**config.mk**
```make
export PLATFORM = sky130hd
export DESIGN_NAME = life_event_arbiter
export DESIGN_NICKNAME = d
export VERILOG_FILES = /design/src/rtl/life_pkg.sv /design/src/rtl/rise_detect.sv /design/src/rtl/life_event_arbiter.sv
export SDC_FILE = /design/constraint.sdc
export NUM_CORES = 1
export LEC_CHECK = 0
export BUFFER_PORTS_ARGS = -buffer_cell sky130_fd_sc_hd__buf_2
export CELL_PAD_IN_SITES_DETAIL_PLACEMENT = 0
export CELL_PAD_IN_SITES_GLOBAL_PLACEMENT = 1
export CORE_MARGIN = 8
export CORE_UTILIZATION = 45
export CTS_CLUSTER_DIAMETER = 100
export CTS_CLUSTER_SIZE = 10
export DETAILED_ROUTE_END_ITERATION = 12
export PLACE_DENSITY_LB_ADDON = 0.1
export SLEW_MARGIN = 5
export SYNTH_ARGS = -nofsm -noshare
export SYNTH_HDL_FRONTEND = slang
export SYNTH_SLANG_ARGS = --single-unit
```
**constraint.sdc**
```tcl
create_clock -name clk -period 3.8 [get_ports clk]
set_clock_uncertainty 0.15 [all_clocks]
set_input_delay 0.95 -clock clk [delete_from_list [all_inputs] [get_ports clk]]
set_output_delay 0.95 -clock clk [all_outputs]
set_load 0.02 [all_outputs]
```
**src/rtl/life_pkg.sv**
```systemverilog
// Shared types and constants for the life event arbiter: FSM states,
// pending-bit indices and default timing parameters.
package life_pkg;

  typedef enum logic [1:0] {
    IDLE  = 2'd0,
    ISSUE = 2'd1,
    GAP   = 2'd2,
    OVER  = 2'd3
  } state_t;

  localparam int PEND_W  = 4;
  localparam int P_HEART = 0;
  localparam int P_HIT   = 1;
  localparam int P_TIME  = 2;
  localparam int P_LEVEL = 3;

  localparam int DEF_COOLDOWN_FRAMES = 60;
  localparam int DEF_GAP_CYCLES      = 2;
  localparam int GAP_W               = 3;

  // One-hot of the highest-priority pending bit: level > time > hit > heart.
  function automatic logic [PEND_W-1:0] pick_highest(input logic [PEND_W-1:0] p);
    pick_highest = '0;
    if (p[P_LEVEL])      pick_highest[P_LEVEL] = 1'b1;
    else if (p[P_TIME])  pick_highest[P_TIME]  = 1'b1;
    else if (p[P_HIT])   pick_highest[P_HIT]   = 1'b1;
    else if (p[P_HEART]) pick_highest[P_HEART] = 1'b1;
  endfunction

endpackage

```
**src/rtl/rise_detect.sv**
```systemverilog
// Rising-edge detector: registers the previous sample, flags in & ~prev.
// prev resets to 0 so an input already high at reset release counts as an edge.
module rise_detect (
  input  logic clk,
  input  logic resetN,
  input  logic in,
  output logic rise
);

  logic prev;

  always_ff @(posedge clk or negedge resetN) begin
    if (!resetN) prev <= 1'b0;
    else         prev <= in;
  end

  assign rise = in & ~prev;

endmodule

```
**src/rtl/life_event_arbiter.sv**
```systemverilog
// Serialises gameplay events into spaced single-cycle pulses for the life
// counter and runs the post-loss invulnerability cooldown.
module life_event_arbiter
  import life_pkg::*;
#(
  parameter int COOLDOWN_FRAMES = DEF_COOLDOWN_FRAMES,
  parameter int GAP_CYCLES      = DEF_GAP_CYCLES,
  parameter int CNT_W           = 7
) (
  input  logic              clk,
  input  logic              resetN,
  input  logic              startOfFrame,
  input  logic              SHP_bumpyHeart,
  input  logic              SHP_bumpyObstacle,
  input  logic              SHP_bumpyCovid,
  input  logic              timeUp,
  input  logic              levelUp,
  input  logic              pause,
  input  logic              gameOver,
  output logic              lossPulse,
  output logic              gainPulse,
  output logic              levelUpPulse,
  output logic              lifeEnable,
  output logic              invulnerable,
  output state_t            dbg_state,
  output logic [PEND_W-1:0] dbg_pending
);

  // Output pulses are fire-and-forget strobes: the life counter has no ready,
  // so spacing is guaranteed here by the GAP state instead of back-pressure.

  logic heart_rise, obst_rise, covid_rise, time_rise, level_rise;

  rise_detect u_rd_heart (.clk(clk), .resetN(resetN), .in(SHP_bumpyHeart),    .rise(heart_rise));
  rise_detect u_rd_obst  (.clk(clk), .resetN(resetN), .in(SHP_bumpyObstacle), .rise(obst_rise));
  rise_detect u_rd_covid (.clk(clk), .resetN(resetN), .in(SHP_bumpyCovid),    .rise(covid_rise));
  rise_detect u_rd_time  (.clk(clk), .resetN(resetN), .in(timeUp),            .rise(time_rise));
  rise_detect u_rd_level (.clk(clk), .resetN(resetN), .in(levelUp),           .rise(level_rise));

  state_t             state;
  logic [PEND_W-1:0]  pending;
  logic [GAP_W-1:0]   gap_cnt;
  logic [CNT_W-1:0]   cool_cnt;

  logic [PEND_W-1:0]  set_vec;
  logic [PEND_W-1:0]  clr_vec;
  logic [PEND_W-1:0]  grant;
  logic               issue_now;
  logic               loss_now;

  always_comb begin
    set_vec          = '0;
    set_vec[P_LEVEL] = level_rise;
    set_vec[P_TIME]  = time_rise;
    set_vec[P_HIT]   = (obst_rise | covid_rise) & ~invulnerable;
    set_vec[P_HEART] = heart_rise;

    grant     = pick_highest(pending);
    issue_now = (state == IDLE) && (|pending) && !pause && !gameOver;
    loss_now  = issue_now && (grant[P_TIME] || grant[P_HIT]);

    clr_vec = '0;
    if (issue_now) begin
      clr_vec = grant;
      // A level change makes any queued hit stale.
      if (grant[P_LEVEL]) clr_vec[P_HIT] = 1'b1;
    end
  end

  // The IDLE cycle itself is the last idle cycle of the gap, so GAP only
  // needs GAP_CYCLES-1 cycles of its own.
  always_ff @(posedge clk or negedge resetN) begin
    if (!resetN) begin
      state        <= IDLE;
      pending      <= '0;
      gap_cnt      <= '0;
      lossPulse    <= 1'b0;
      gainPulse    <= 1'b0;
      levelUpPulse <= 1'b0;
      lifeEnable   <= 1'b0;
    end else begin
      lossPulse    <= 1'b0;
      gainPulse    <= 1'b0;
      levelUpPulse <= 1'b0;
      lifeEnable   <= !pause && !gameOver && (state != OVER);
      if (gameOver || state == OVER) begin
        state   <= OVER;
        pending <= '0;
      end else begin
        pending <= (pending & ~clr_vec) | set_vec;
        case (state)
          IDLE: begin
            if (issue_now) begin
              state        <= ISSUE;
              levelUpPulse <= grant[P_LEVEL];
              lossPulse    <= grant[P_TIME] | grant[P_HIT];
              gainPulse    <= grant[P_HEART];
            end
          end
          ISSUE: begin
            if (GAP_CYCLES > 1) begin
              state   <= GAP;
              gap_cnt <= GAP_W'(GAP_CYCLES - 2);
            end else begin
              state <= IDLE;
            end
          end
          GAP: begin
            if (!pause) begin
              if (gap_cnt == '0) state <= IDLE;
              else               gap_cnt <= gap_cnt - 1'b1;
            end
          end
          default: state <= IDLE;
        endcase
      end
    end
  end

  // Load wins over decrement; invulnerable trails the counter by one cycle.
  always_ff @(posedge clk or negedge resetN) begin
    if (!resetN) begin
      cool_cnt     <= '0;
      invulnerable <= 1'b0;
    end else begin
      if (loss_now)
        cool_cnt <= CNT_W'(COOLDOWN_FRAMES);
      else if (startOfFrame && cool_cnt != '0 && !pause)
        cool_cnt <= cool_cnt - 1'b1;
      invulnerable <= (cool_cnt != '0);
    end
  end

  assign dbg_state   = state;
  assign dbg_pending = pending;

endmodule

```
==> reports/results.ini <==
[run_status]
status = completed

[timing]
final-setup-viol-count = 0
max_freq_ghz = 0.4528
fin_crit_sh_pct = 58.11
min_period_ns = 2.208
slew-limit-headroom_pct = 61.18
rsz0062_at_grt = no
slew_viol_final = 0
fin_hold_ws_ns = 0.3508
tightest_slew_ns = 0.5823
hold_violations = 0
tns_ns = 0

[logic_synthesis]
synth_fp_nets = 140
synth_seq_cells = 26
ys.flop_type = dfrtp_1
yosysTopAreaCell = dfrtp_1
synthArstFlopShare_pct = 100.0
synth.distinct_cells = 33
yosysWarningCount = 0
yosysSeqAreaShare_pct = 51.69
synth_area_um2 = 1259
syn_avg_cell_area_um2 = 10.32
syn_inst = 122
synth_area_leaders = dfrtp_1 (52%), ha_1 (8.0%), a21oi_1 (3.6%), nand2_1 (3.3%), inv_1 (3.0%)
synth_edf_count = 0
yosysTopAreaCellShare_pct = 51.69

[critical_path]
worstPathMaxFanout = 9
cp_top_family = flip-flops
worstSetupStartpointType = flip-flop
critical_path_required_ns = 2.70
crit_type = reg -> out
crit_buf_inv = 1
cp_slowest_stage_delay_ns = 0.55
crit_path_end_kind = primary output
crit_chain = buf_2
crit_path_top_delay_cell = dfrtp_1
cp.arrival_ns = 1.11

[route]
drc = 0
wl_met2_um = 1173
wl_um = 2418
routedWlPerCell_um = 13.82
route.met3.wl_um = 101
drt_iter0_drc = 54
met1_length_um = 1126
routed.top_layer = met4
ant_nets = 0
vias = 894
firstDrtPassIters = 4
via_per_inst = 5.109

[placement]
gp_congestion = 0.7967
dp_hpwl_um = 1851
portBuffers = 20
dpl.cell_count = 171

[cts]
cts_resized = 0
cts_hold_buffers = 0
clk_pin_slew_ns = 0.14
cts_buffer_depth = 2
clock-root-buffer = clkbuf_4
worstSkewPairLatency_ns = 0.32
cts_tree = built
cts_num_sinks = 26
htreeDepth = 1
post-cts-setup-buffers = 0
cts_buffers = 3

[power]
p_per_area_nw_per_um2 = 474.3
p_leak_nw = 0.6708
power.total_w = 0.0006836
worst_ir_drop_vdd_mv = 0.2871

[global_routing]
grt_use_total_pct = 11.22
grt_max_degree = 27
grt_pass1_vias = 911
grt_overflow = 0
grt_pass1_wl_um = 4071
antenna_found_initial = 0

[die]
top_level_ports = 21
die_y_um = 68.89
num_rows = 19
start_util_pct = 46.45
coreArea_um2 = 2710
die_x_um = 68.89
design.die.area_um2 = 4745

[cells_and_area]
nets = 163
fin_cells = 175
seq_area_um2 = 650.6
multi_input_area_um2 = 561.8
fillers = 266
drive_gt1_share_pct = 20.83
syn_to_final_growth_pct = 14.51
antennaDiodeCount = 0

[job]
maxCapViolCount = 0

[hold_path]
hold_class = reg -> reg

[flip-flops by register name (all words and copies together) (netlist names)]
signal           cells
lossPulse            1
u_rd_heart.prev      1
invulnerable         1
lifeEnable           1
dbg_state            2
u_rd_time.prev       1
dbg_pending          4
levelUpPulse         1
gainPulse            1
u_rd_obst.prev       1
gap_cnt              3
cool_cnt             7
u_rd_covid.prev      1
u_rd_level.prev      1
[cells in the mapped netlist, drive strengths merged, types with 2 or more instances]
master  number
xnor2        3
nor2        10
nand2       12
nand3        3
nor2b        3
a21oi       10
dfrtp       26
nand2b       6
nand3b       3
a211oi       2
o21ai        9
or3          2
inv         10
ha           8
[cells in the final DEF (no fill, tap or decap)]
cell / count
and4_1: 1
buf_2: 20
a21oi_1: 9
xnor2_1: 3
o41ai_1: 1
inv_1: 10
and3_1: 1
a211oi_1: 1
a21oi_2: 1
o21ai_0: 6
nor3_4: 1
o22ai_1: 1
a2111oi_1: 1
nand2_2: 1
nor2_1: 10
or3b_1: 1
or2_2: 1
o21ai_1: 3
dfrtp_1: 26
a211oi_2: 1
nor2b_1: 3
bufinv_16: 1
nand2_1: 11
ha_1: 8
a221oi_1: 1
nand3_1: 3
nand2b_1: 6
nor4_4: 1
and3b_1: 1
o21a_1: 1
nor3b_1: 1
nand3b_1: 3
clkbuf_4: 3
or3_1: 2
[area by class of cell]
type                    count  share of cell area, %
repair buffers             20                  6.944
clock buffers               3                  1.563
inverters                  10                  2.604
clock inverters             1                  2.083
flip-flops and latches     26                  45.14
multi-input cells          84                  38.98
well taps                  31                  2.691
[cells by family (layout without fill, tap and decap cells)]
kind of cell | count (synthesis) | count (layout) | synth area share [%]
flops | 26 | 26 | 51.69
simple gates | 47 | 47 | 21.87
fa+ha+maj | 8 | 8 | 7.953
compound gates | 26 | 26 | 12.72
buf+inv | 12 | 34 | 3.678
xor+xnor | 3 | 3 | 2.088
[metal layers]
layer,track usage (%),vias up
li1,-,457
met3,2.100,2
met1,14.29,421
met2,17.95,14
met5,0,-
met4,5.263,0
[path summary, 6_finish.rpt]
check	from	to	slack, ns	cells past startpoint
setup / recovery	dbg_pending[3]$_DFF_PN0_	dbg_pending[3]	1.59	1
hold / removal	gap_cnt[2]$_DFFE_PN0P_	gap_cnt[2]$_DFFE_PN0P_	0.35	2
setup reg to reg	dbg_state[0]$_DFFE_PN0P_	dbg_pending[0]$_DFF_PN0_	1.83	5
hold reg to reg	gap_cnt[2]$_DFFE_PN0P_	gap_cnt[2]$_DFFE_PN0P_	0.35	2
max in group asynchronous	resetN	u_rd_obst.prev$_DFF_PN0_	2.67	1
min in group asynchronous	resetN	gainPulse$_DFF_PN0_	0.45	1
[stage by stage]
step | area (µm²) | worst slack [ns] | utilization (%)
after CTS | 1441 | 1.577 | 53.19
after floorplan | 1259 | 1.743 | -
after global placement | 1389 | 1.550 | 51.25
after global routing | 1441 | 1.519 | 53.19
after detailed placement | 1389 | 1.487 | 51.25
final | 1441 | 1.592 | 53.19
[power by group]
group / leakage (nW) / internal (W) / switching (W)
logic: 0.319 / 0.0000611 / 0.0000708
clock network: 0.0279 / 0.000107 / 0.0000842
registers: 0.323 / 0.000316 / 0.0000452
Note: power is estimated with default switching activity, not from simulation.
